--- config.mk ---
export PLATFORM = sky130hd
export DESIGN_NAME = alu_seq
export DESIGN_NICKNAME = d
export VERILOG_FILES = /design/src/rtl/alu_seq.sv
export SDC_FILE = /design/constraint.sdc
export NUM_CORES = 1
export LEC_CHECK = 0
export ABC_AREA = 1
export CAP_MARGIN = 20
export CORE_UTILIZATION = 47
export CTS_BUF_LIST = sky130_fd_sc_hd__clkbuf_8
export CTS_CLUSTER_DIAMETER = 60
export DETAILED_ROUTE_END_ITERATION = 8
export PLACE_DENSITY = 0.84
export SLEW_MARGIN = 20
export SYNTH_ARGS = -nofsm -noshare
export SYNTH_HDL_FRONTEND = slang
export SYNTH_SLANG_ARGS = --single-unit
export TNS_END_PERCENT = 10
--- constraint.sdc ---
create_clock -name clk -period 2.1 [get_ports clk]
set_input_delay 0.21 -clock clk [delete_from_list [all_inputs] [get_ports clk]]
set_output_delay 0.21 -clock clk [all_outputs]
set_load 0.02 [all_outputs]
--- src/rtl/alu_seq.sv ---
// alu_seq: sequences an external 16-bit ALU into 16-bit single-pass or 32-bit two-pass operations
// Ports: clk, rst_n (async, active-low); req_* request handshake with op/wide/cin/a/b;
//        alu_* drive and sample the external ALU; rsp_* response handshake with data and flags.
// Optional: define ALU_SEQ_OPCNT_EN to add op_count[15:0], a wrapping count of response handshakes.
module alu_seq (
  input  logic        clk,
  input  logic        rst_n,
  input  logic        req_valid,
  output logic        req_ready,
  input  logic [2:0]  req_op,
  input  logic        req_wide,
  input  logic        req_cin,
  input  logic [31:0] req_a,
  input  logic [31:0] req_b,
  output logic [15:0] alu_in_1,
  output logic [15:0] alu_in_2,
  output logic        alu_carry_in,
  output logic [2:0]  alu_select,
  output logic        alu_enable,
  input  logic [15:0] alu_data,
  input  logic        alu_carry_out,
  input  logic        alu_zero_flag,
  output logic        rsp_valid,
  input  logic        rsp_ready,
  output logic [31:0] rsp_data,
  output logic        rsp_carry,
  output logic        rsp_zero
`ifdef ALU_SEQ_OPCNT_EN
  ,
  output logic [15:0] op_count
`endif
);
  typedef enum logic [1:0] {IDLE, LO, HI, RESP} state_t;
  state_t state;
  logic [2:0] op;
  logic wide;
  logic [15:0] a_hi, b_hi;
  // The low pass result lands in rsp_data[15:0] and its flags in rsp_carry/rsp_zero;
  // the high pass then overwrites the upper half and folds in its own flags.
  always_ff @(posedge clk or negedge rst_n)
    if (!rst_n) begin
      state <= IDLE;
      op <= '0;
      wide <= 1'b0;
      a_hi <= '0;
      b_hi <= '0;
      req_ready <= 1'b0;
      alu_enable <= 1'b0;
      alu_in_1 <= '0;
      alu_in_2 <= '0;
      alu_select <= '0;
      alu_carry_in <= 1'b0;
      rsp_valid <= 1'b0;
      rsp_data <= '0;
      rsp_carry <= 1'b0;
      rsp_zero <= 1'b0;
    end else begin
      case (state)
        IDLE: begin
          req_ready <= !(req_valid && req_ready);
          if (req_valid && req_ready) begin
            state <= LO;
            op <= req_op;
            wide <= req_wide;
            a_hi <= req_a[31:16];
            b_hi <= req_b[31:16];
            alu_enable <= 1'b1;
            alu_in_1 <= req_a[15:0];
            alu_in_2 <= req_b[15:0];
            alu_select <= req_op;
            alu_carry_in <= req_cin;
          end
        end
        LO: begin
          rsp_data <= {16'h0, alu_data};
          rsp_carry <= alu_carry_out;
          rsp_zero <= alu_zero_flag;
          alu_enable <= wide;
          alu_in_1 <= wide ? a_hi : '0;
          alu_in_2 <= wide ? b_hi : '0;
          alu_select <= wide ? op : '0;
          // carry chains only for add (0) and sub (1)
          alu_carry_in <= wide && op[2:1] == 2'b00 && alu_carry_out;
          rsp_valid <= !wide;
          state <= wide ? HI : RESP;
        end
        HI: begin
          rsp_data[31:16] <= alu_data;
          rsp_carry <= alu_carry_out;
          rsp_zero <= rsp_zero && alu_zero_flag;
          alu_enable <= 1'b0;
          alu_in_1 <= '0;
          alu_in_2 <= '0;
          alu_select <= '0;
          alu_carry_in <= 1'b0;
          rsp_valid <= 1'b1;
          state <= RESP;
        end
        RESP:
          if (rsp_ready) begin
            rsp_valid <= 1'b0;
            req_ready <= 1'b1;
            state <= IDLE;
          end
        default: state <= IDLE;
      endcase
    end
`ifdef ALU_SEQ_OPCNT_EN
  always_ff @(posedge clk or negedge rst_n)
    if (!rst_n) op_count <= '0;
    else if (rsp_valid && rsp_ready) op_count <= op_count + 16'd1;
`endif
endmodule

======== After elaboration in Yosys (flattened, before gate mapping) ========
Cells that the tools add are included.
word-level totals
  register bits ........................... 111
  bits in latches ......................... 0
  memory bits (writable) .................. 0
  memory bits (read-only) ................. 0
  input port bits ......................... 91
  memories kept ........................... 0
cells by class
  $add $sub $neg .......................... 0
  multipliers ............................. 0
  divide/modulo/power cells ............... 0
  order comparisons ....................... 0
  equality and inequality tests ........... 5
  shifts and indexed selects .............. 0
  multiplexer cells ....................... 23
  bitwise logic cells ..................... 0
  reductions and logical operators ........ 18
operator list
  kind                                                             count
  16-bit case mux with 3 select lines                              2
  16-bit two-way mux                                               4
  16-bit case mux with 2 select lines                              1
  2-bit AND reduction                                              5
  1-bit case mux with 3 select lines                               3
  3-bit case mux with 3 select lines                               1
  2-bit case mux with 4 select lines                               1
  3-bit two-way mux                                                2
  3-bit nonzero test                                               2
  1-bit two-way mux                                                5
  2-bit == test, second input constant                             2
  1-bit logical AND                                                4
  2-bit logical NOT                                                2
  2-bit two-way mux                                                2
  2-bit != test, second input constant                             2
  1-bit case mux with 2 select lines                               2
  2-bit nonzero test                                               2
  2-bit by 1-bit == test with 1-bit output, second input constant  1
  1-bit logical NOT                                                2
  2-bit OR reduction                                               1

======== Logic depth before layout (Yosys ltp) ========
Gate-level depths: netlist (run 1).
  depth in word-level cells ............... 4
  depth in mapped cells ................... 10

======== Least setup slack after synthesis (run 1) ========
No wires, ideal clock.
  path kind ............................... register to register
  start ................................... reg state[1]
  end ..................................... reg alu_in_1[15]
  arrival time ............................ 1.437 ns
  required time ........................... 1.984 ns
  setup slack ............................. 0.546 ns
  stages on the path, launching flop included .. 11
  buffers on the path ..................... 2
  period minus slack after synthesis ...... 1.554 ns
  cells stage by stage .................... dfrtp_1 inv_1 ha_1 buf_4 inv_4 nand2_2 nand2_4 inv_4 buf_4 nand2_1 nand2_1
between the ends
  cells in the longest elaborated chain, start to end .. 3
  elaborated cells on any way between the ends .. 7
  those cells by class .................... eq/ne (3); mux (1); reduce/logical (3)
RTL lines
  what                                                                  RTL line  RTL
  start: declaration                                                    34        state_t state;
  start signal: assignment                                              85        state <= wide ? HI : RESP;
  2-bit == test (tied with other cells)                                 58        case (state)
  3-bit nonzero test (no line) / 2-bit != test (equally long branches)  n/a
  2-bit AND reduction (no line)                                         n/a
  end signal: assignment                                                68        alu_in_1 <= req_a[15:0];
  end signal: assignment                                                79        alu_in_1 <= wide ? a_hi : '0;
  end: declaration                                                      15        output logic [15:0] alu_in_1,
Several ways; a longest one is shown, not always the timed one.
A chain may end at the register's enable or synchronous reset.

======== Final worst setup path (run 1) ========
  start ................................... reg state[1]
  end ..................................... reg alu_in_1[6]
Same word-level chain as after synthesis.

==> results of run 1 <==
[logic make-up after synthesis]
| kind of cell | count (synthesis) | synth area share (%) |
|---|---|---|
| AO/OA/AOI/OAI | 37 | 3.96 |
| adder cells (fa/ha/maj) | 4 | 1.03 |
| buffers and inverters | 43 | 4.84 |
| flip-flops | 111 | 57.1 |
| AND/OR/NAND/NOR | 417 | 33.0 |
[sequential cells by signal, indices dropped and copies added (netlist names), 2 cells and up]
name / cells
alu_in_2: 16
rsp_data: 32
alu_select: 3
state: 2
b_hi: 16
alu_in_1: 16
op: 3
a_hi: 16
[layer usage]
layer / global-route usage, % / wire, um
met5: 0 / 0
met4: 9.18 / 299
met3: 3.84 / 665
met2: 43.1 / 6440
met1: 30.1 / 5350
[path summary, 6_finish.rpt]
kind	startpoint	endpoint	cells past startpoint
max	state[1]$_DFFE_PN0P_	alu_in_1[6]$_DFFE_PN0P_	7
max in group asynchronous	rst_n	b_hi[13]$_DFFE_PN0P_	3
min	rst_n	a_hi[11]$_DFFE_PN0P_	2
min reg2reg	rsp_data[8]$_DFFE_PN0N_	rsp_data[8]$_DFFE_PN0N_	2
min in group clk	req_b[20]	b_hi[4]$_DFFE_PN0P_	3
max reg2reg	state[1]$_DFFE_PN0P_	alu_in_1[6]$_DFFE_PN0P_	7
[cells in the final DEF, fill, tap and decap left out]
cell and instances:
nand2_1 385, clkdlybuf4s50_1 162, dfrtp_1 111, nand3_1 18
o21ai_1 17, o21ai_0 15, nor2_1 10, clkbuf_8 10
buf_4 8, inv_1 7, ha_1 4, buf_12 3
inv_4 2, inv_2 2, a21oi_1 2, clkinvlp_4 2
clkinv_1 1, nand3_2 1, nand2_2 1, nand2_4 1
o22ai_1 1, o21a_1 1, o22a_1 1, nor2_4 1
bufinv_16 1, dlygate4sd3_1 1
[power breakdown]
| part | switching [mW] | total [mW] | internal (mW) |
|---|---|---|---|
| Sequential | 0.558 | 3.67 | 3.11 |
| Combinational | 3.75 | 6.06 | 2.31 |
| Clock | 0.658 | 1.23 | 0.568 |
[final cells by class]
cell class	count	area, um^2
inverter	11	46.3
tap	133	166
multi-input combinational	458	1850
clock buffer	10	138
sequential	111	2780
clock inverter	4	48.8
fill	799	3130
timing repair buffer	174	1750
[critical path, stage by stage, from the launching register on]
cell     delay [ns]
dfrtp_1        0.45
inv_1          0.09
ha_1           0.34
buf_4          0.45
nand2_1        0.08
o21ai_0        0.20
nand2_1        0.08
nand2_1        0.08
[through the flow]
stage | total power [mW] | area, um^2 | hold slack, ns
6_report | 11.0 | 6780 | 0.297
2_1_floorplan | 7.54 | 4860 | -0.0856
3_5_place_dp | 9.80 | 6590 | 0.136
5_1_grt | 11.8 | 6780 | 0.320
3_3_place_gp | 9.56 | 6590 | 0.138
4_1_cts | 11.0 | 6780 | 0.299
==> reports/qor.csv, run 1 <==
stage;metric;value;unit
outcome;run_status;completed;
critical_path;r2r_setup_slack;0.27;ns
die;row_count;36;
sta;peak_clock_frequency_supported_by_timing;548;MHz
min_path;holdCritPathClass;primary input to async pin;
place;dp_hpwl;8930;um
run;drv.max_cap_violation_count;0;
yosys;yosys-top-cells-area;dfrtp_1, nand2_1, nand3_1, buf_2, o21ai_1;
clock_tree;ctsRootBufferMaster;clkbuf_8;
clock_tree;cts.reportedPaths.clkPinSlew;0.10;ns
power_and_ir_drop;vdd_drop_max;0.00108;V
place;placedCellCount;886;
cells_and_area;nets;860;
yosys;yosysSeqAreaShare;57.1;%
sta;timing.final.crit_period;1.83;ns
die;fp.dieArea;10800;um^2
yosys;synth_common_cells;nand2_1, dfrtp_1, nand3_1, buf_2, o21ai_1;
cells_and_area;area_delta_synth_final;39.5;%
global_route;antenna_found_initial;0;
place;pre_cts_ws;0.289;ns
drt;routed_wire_length_per_instance;14.2;um
yosys;post_synthesis_cells;612;
critical_path;path_class;flop to flop;
yosys;yosys_reg_bits;111;
drt;vias_per_cell;4.93;
yosys;ys_warn_count;0;
yosys;yosys.area.top_type_share;57.1;%
sta;layout_setup_ws;0.274;ns
global_route;grt_pass1_wl;21100;um
clock_tree;worst_skew_pair.late_latency;0.35;ns
global_route;grt_max_degree;87;
die;die-height;104;um
cells_and_area;post_route_cells_drive_above_1_share;4.17;%
sta;timing.final.max_slew_violations;0;
global_route;track_usage;24.4;%
sta;clock-skew-final;0.0104;ns
global_route;sum_of_overflow_across_all_layers_after_global_routing;0;
yosys;dominantRegCellSynth;dfrtp_1;
cells_and_area;layout.cells.non_filler;901;
die;initial_utilization;49.1;%
yosys;netlist_area;4860;um^2
sta;layout_worst_path_cycle_share;86.9;%
sta;finalHoldViolCount;0;
drt;routed_wirelength;12800;um
global_route;grt_pass1_vias;4391;
place;io_buffers;163;
cells_and_area;diodes;0;
clock_tree;cts_buffers;9;
clock_tree;tritoncts_clock_tree;yes;
critical_path;worst_ep_required_time;2.39;ns
critical_path;arrival;2.12;ns
sta;finalSetupViolations;0;
place;gp_congestion;0.807;
clock_tree;post_cts_setup_bufs;0;
power_and_ir_drop;power.density;1620;nW/um^2
drt;ant_nets_after_route;0;
drt;count_of_routing_violations_after_the_opening_detailed_route_iteration;233;
die;design.core.area;9910;um^2
sta;slew_headroom;67.0;%
yosys;post-synth-top-count-cell;nand2_1;
drt;routed-via-count;4446;
clock_tree;tritoncts_num_sinks;111;
sta;worst_pin_slew;0.494;ns
yosys;postSynthAreaPerCell;7.94;um^2
yosys;synth_enable_flop_cells;0;
drt;post_route_drc_violation_count;0;
die;floorplan.die.width;104;um
yosys;net_count_synth;707;
power_and_ir_drop;total_leakage_power;3.42;nW
yosys;post-synth-top-area-cell;dfrtp_1;
sta;rsz0062_at_grt;false;
die;pin_count;164;
clock_tree;cts_stage_hold_buffer_count;1;
sta;sum_neg_setup_slack;0;ns
cells_and_area;final_util;68.4;%
yosys;asyncSetResetFlopFracSynth;100;%
critical_path;worstPathMaxFanout;45;
clock_tree;cts-root-to-sink-buffers;2;
clock_tree;cts-htree-levels;3;
drt;drt_pre_antenna_iters;5;
critical_path;critical_path.endpoint_type;flop;
clock_tree;cts_repair_resize_count;0;
critical_path;crit_path_start_kind;flop;
yosys;ys_types;23;
No activity file was read; power rests on OpenSTA's default activity.
==> inputs of run 2 (changes only) <==
--- a/config.mk
+++ b/config.mk
@@ -5,7 +5,6 @@
 export SDC_FILE = /design/constraint.sdc
 export NUM_CORES = 1
 export LEC_CHECK = 0
-export ABC_AREA = 1
 export CAP_MARGIN = 20
 export CORE_UTILIZATION = 47
 export CTS_BUF_LIST = sky130_fd_sc_hd__clkbuf_8
==> reports/qor.csv, run 2 <==
stage;metric;value;unit;change
outcome;run_status;completed;;unchanged
yosys;yosys_reg_bits;111;;unchanged
global_route;grt_max_degree;43;;was 87
yosys;dominantRegCellSynth;dfrtp_1;;unchanged
cells_and_area;largest_register_ff_count;32;;unchanged
drt;drt_pre_antenna_iters;4;;was 5
cells_and_area;post_route_cells_drive_above_1_share;24.0;%;was 4.17%
clock_tree;worst_skew_pair.late_latency;0.35;ns;about the same
die;pin_count;164;;unchanged
yosys;asyncSetResetFlopFracSynth;100;%;unchanged
yosys;synth_compound_gate_area_share;9.82;%;was 3.96%
cells_and_area;layout.area.seq;2780;um^2;unchanged
die;initial_utilization;49.4;%;was 49.1%
critical_path;path_class;flop to flop;;unchanged
clock_tree;cts-htree-levels;3;;unchanged
yosys;yosysSeqAreaShare;56.5;%;was 57.1%
critical_path;crit_path_start_kind;flop;;unchanged
yosys;post_synth_xor_area_fraction;0;%;unchanged
power_and_ir_drop;power.density;1640;nW/um^2;was 1620 nW/um^2
global_route;grt_pass1_vias;3598;;was 4391
critical_path;worst_ep_required_time;2.33;ns;was 2.39 ns
sta;sum_neg_setup_slack;0;ns;unchanged
clock_tree;tritoncts_num_sinks;111;;unchanged
sta;peak_clock_frequency_supported_by_timing;509;MHz;was 548 MHz
sta;rsz0062_at_grt;false;;unchanged
drt;post_route_drc_violation_count;0;;unchanged
place;gp_congestion;0.783;;was 0.807
die;floorplan.die.width;104;um;about the same
yosys;post_synthesis_cells;339;;was 612
place;dp_hpwl;8540;um;was 8930 um
critical_path;arrival;2.19;ns;was 2.12 ns
cells_and_area;multiInputGateArea;1880;um^2;was 1850 um^2
die;row_count;36;;unchanged
cells_and_area;nets;598;;was 860
yosys;synth.area.mux_share;24.4;%;was 0%
global_route;sum_of_overflow_across_all_layers_after_global_routing;0;;unchanged
yosys;post-synth-top-count-cell;dfrtp_1;;was nand2_1
sta;finalHoldViolCount;0;;unchanged
drt;routed_wirelength;11500;um;was 12800 um
sta;timing.final.max_slew_violations;0;;unchanged
cells_and_area;nFillCells;720;;was 799
global_route;antenna_found_initial;0;;unchanged
yosys;ys_types;32;;was 23
min_path;holdCritPathClass;primary input to async pin;;unchanged
die;fp.dieArea;10900;um^2;was 10800 um^2
clock_tree;cts.reportedPaths.clkPinSlew;0.11;ns;was 0.10 ns
yosys;post-synth-top-area-cell;dfrtp_1;;unchanged
sta;worst_pin_slew;0.574;ns;was 0.494 ns
cells_and_area;leading_cell_type_in_the_layout_fill_and_taps_excluded;clkdlybuf4s50_1;;was nand2_1
yosys;synth_common_cells;dfrtp_1, mux2_4, mux2_2, a22o_1, inv_1;;was nand2_1, dfrtp_1, nand3_1, buf_2, o21ai_1
drt;routed-via-count;3312;;was 4446
drt;ant_nets_after_route;0;;unchanged
cells_and_area;commonest_non_fill_non_tap_cells_in_the_layout;clkdlybuf4s50_1, dfrtp_1, mux2_4;;was nand2_1, clkdlybuf4s50_1, dfrtp_1
sta;layout_worst_path_cycle_share;93.5;%;was 86.9%
clock_tree;post_cts_setup_bufs;0;;unchanged
power_and_ir_drop;vdd_drop_max;0.00135;V;was 0.00108 V
drt;count_of_routing_violations_after_the_opening_detailed_route_iteration;100;;was 233
global_route;track_usage;21.9;%;was 24.4%
cells_and_area;max_flop_register;rsp_data;;unchanged
critical_path;critical_path.endpoint_type;flop;;unchanged
yosys;netlist_area;4920;um^2;was 4860 um^2
yosys;synth_fa_ha_area_share;1.02;%;was 1.03%
drt;routed_wire_length_per_instance;18.0;um;was 14.2 um
die;die-height;104;um;about the same
place;placedCellCount;624;;was 886
global_route;grt_pass1_wl;18700;um;was 21100 um
die;design.core.area;9950;um^2;was 9910 um^2
power_and_ir_drop;total_leakage_power;3.03;nW;was 3.42 nW
yosys;postSynthAreaPerCell;14.5;um^2;was 7.94 um^2
sta;timing.final.crit_period;1.96;ns;was 1.83 ns
yosys;net_count_synth;434;;was 707
cells_and_area;diodes;0;;unchanged
run;drv.max_cap_violation_count;0;;unchanged
sta;finalSetupViolations;0;;unchanged
yosys;ys_warn_count;0;;unchanged
drt;vias_per_cell;5.17;;was 4.93
power_and_ir_drop;design_power_total;11.2;mW;was 11.0 mW
yosys;synth_enable_flop_cells;0;;unchanged
clock_tree;ctsRootBufferMaster;clkbuf_8;;unchanged
clock_tree;tritoncts_clock_tree;yes;;unchanged
yosys;synth_area_in_simple_gates;2.98;%;was 33.0%
cells_and_area;final_util;69.0;%;was 68.4%
yosys;yosys.area.top_type_share;56.5;%;was 57.1%
place;io_buffers;163;;unchanged
cells_and_area;layout.cells.non_filler;641;;was 901
sta;slew_headroom;61.7;%;was 67.0%
yosys;synth_top_family_by_area;multiplexers;;was simple AND/OR/NAND/NOR gates
clock_tree;cts-root-to-sink-buffers;2;;unchanged
clock_tree;cts_buffers;9;;unchanged
sta;clock-skew-final;0.0123;ns;was 0.0104 ns
critical_path;worstPathMaxFanout;16;;was 45
cells_and_area;area_delta_synth_final;39.7;%;was 39.5%
yosys;yosys-top-cells-area;dfrtp_1, mux2_4, mux2_2, a22o_1, o21ai_0;;was dfrtp_1, nand2_1, nand3_1, buf_2, o21ai_1
-- run 2: power breakdown --
| part | internal [mW] | switching [mW] | total (mW) |
|---|---|---|---|
| Sequential | 3.11 | 0.560 | 3.67 |
| Clock | 0.508 | 0.701 | 1.21 |
| Combinational | 3.51 | 2.85 | 6.36 |
-- run 2: worst max-delay path: stages (launching register included) --
cell and delay [ns]:
dfrtp_1 0.47, inv_1 0.11, ha_2 0.36, inv_2 0.06, o21ai_4 0.17, buf_4 0.31
mux2_2 0.37
-- run 2: timing repair --
action                                 4_1_cts  5_1_grt
hold buffers                                 1        0
gates resized for setup                      0        1
endpoints found under the hold margin       40        0
setup endpoints to repair                    0        6
-- run 2: kinds of logic after synthesis --
| family | after synthesis |
|---|---|
| buffers and inverters | 43 |
| adders and majority gates | 4 |
| AOI/OAI and AO/OA | 63 |
| DFF | 111 |
| and+or+nand+nor | 27 |
| muxes | 91 |
-- run 2: final timing paths --
kind	cells past startpoint	start	end	slack [ns]
max in group asynchronous	3	rst_n	alu_in_2[12]$_DFFE_PN0P_	1.08
hold reg to reg	1	alu_enable$_DFFE_PN0P_	alu_enable$_DFFE_PN0P_	0.50
setup / recovery	6	state[0]$_DFFE_PN0P_	alu_in_1[11]$_DFFE_PN0P_	0.14
min in group clk	3	alu_data[4]	rsp_data[20]$_DFFE_PN0N_	0.46
setup reg to reg	6	state[0]$_DFFE_PN0P_	alu_in_1[11]$_DFFE_PN0P_	0.14
hold / removal	2	rst_n	b_hi[6]$_DFFE_PN0P_	0.39
-- run 2: per-layer routing --
| layer | part of all wire [%] | global-route usage, % |
|---|---|---|
| met4 | 1.1 | 5.61 |
| met1 | 43 | 28.0 |
| met3 | 3.6 | 3.45 |
| met2 | 53 | 38.7 |
| met5 | 0 | 0 |
-- run 2: cell type report --
type,instances,share of cell area [%]
repair buffers,176,25.9
well taps,133,2.42
multi-input cells,185,27.4
inverters,20,1.09
clock buffers,11,2.20
clock inverters,5,0.601
flip-flops and latches,111,40.4
-- run 2: stage by stage --
step / area [um^2] / hold WS, ns / worst slack, ns
detailed placement: 6670 / 0.243 / 0.110
CTS: 6870 / 0.404 / 0.0845
floorplan: 4920 / -0.0856 / 0.199
global placement: 6670 / 0.242 / 0.233
finish: 6870 / 0.391 / 0.137
global route: 6870 / 0.413 / 0.00726
==> inputs of run 3 (changes only) <==
--- a/config.mk
+++ b/config.mk
@@ -10,6 +10,7 @@
 export CTS_BUF_LIST = sky130_fd_sc_hd__clkbuf_8
 export CTS_CLUSTER_DIAMETER = 60
 export DETAILED_ROUTE_END_ITERATION = 8
+export HOLD_SLACK_MARGIN = 0.08
 export PLACE_DENSITY = 0.84
 export SLEW_MARGIN = 20
 export SYNTH_ARGS = -nofsm -noshare
==> results of run 3 <==
The final DEF is identical to that of run 2; final timing and power are the same.
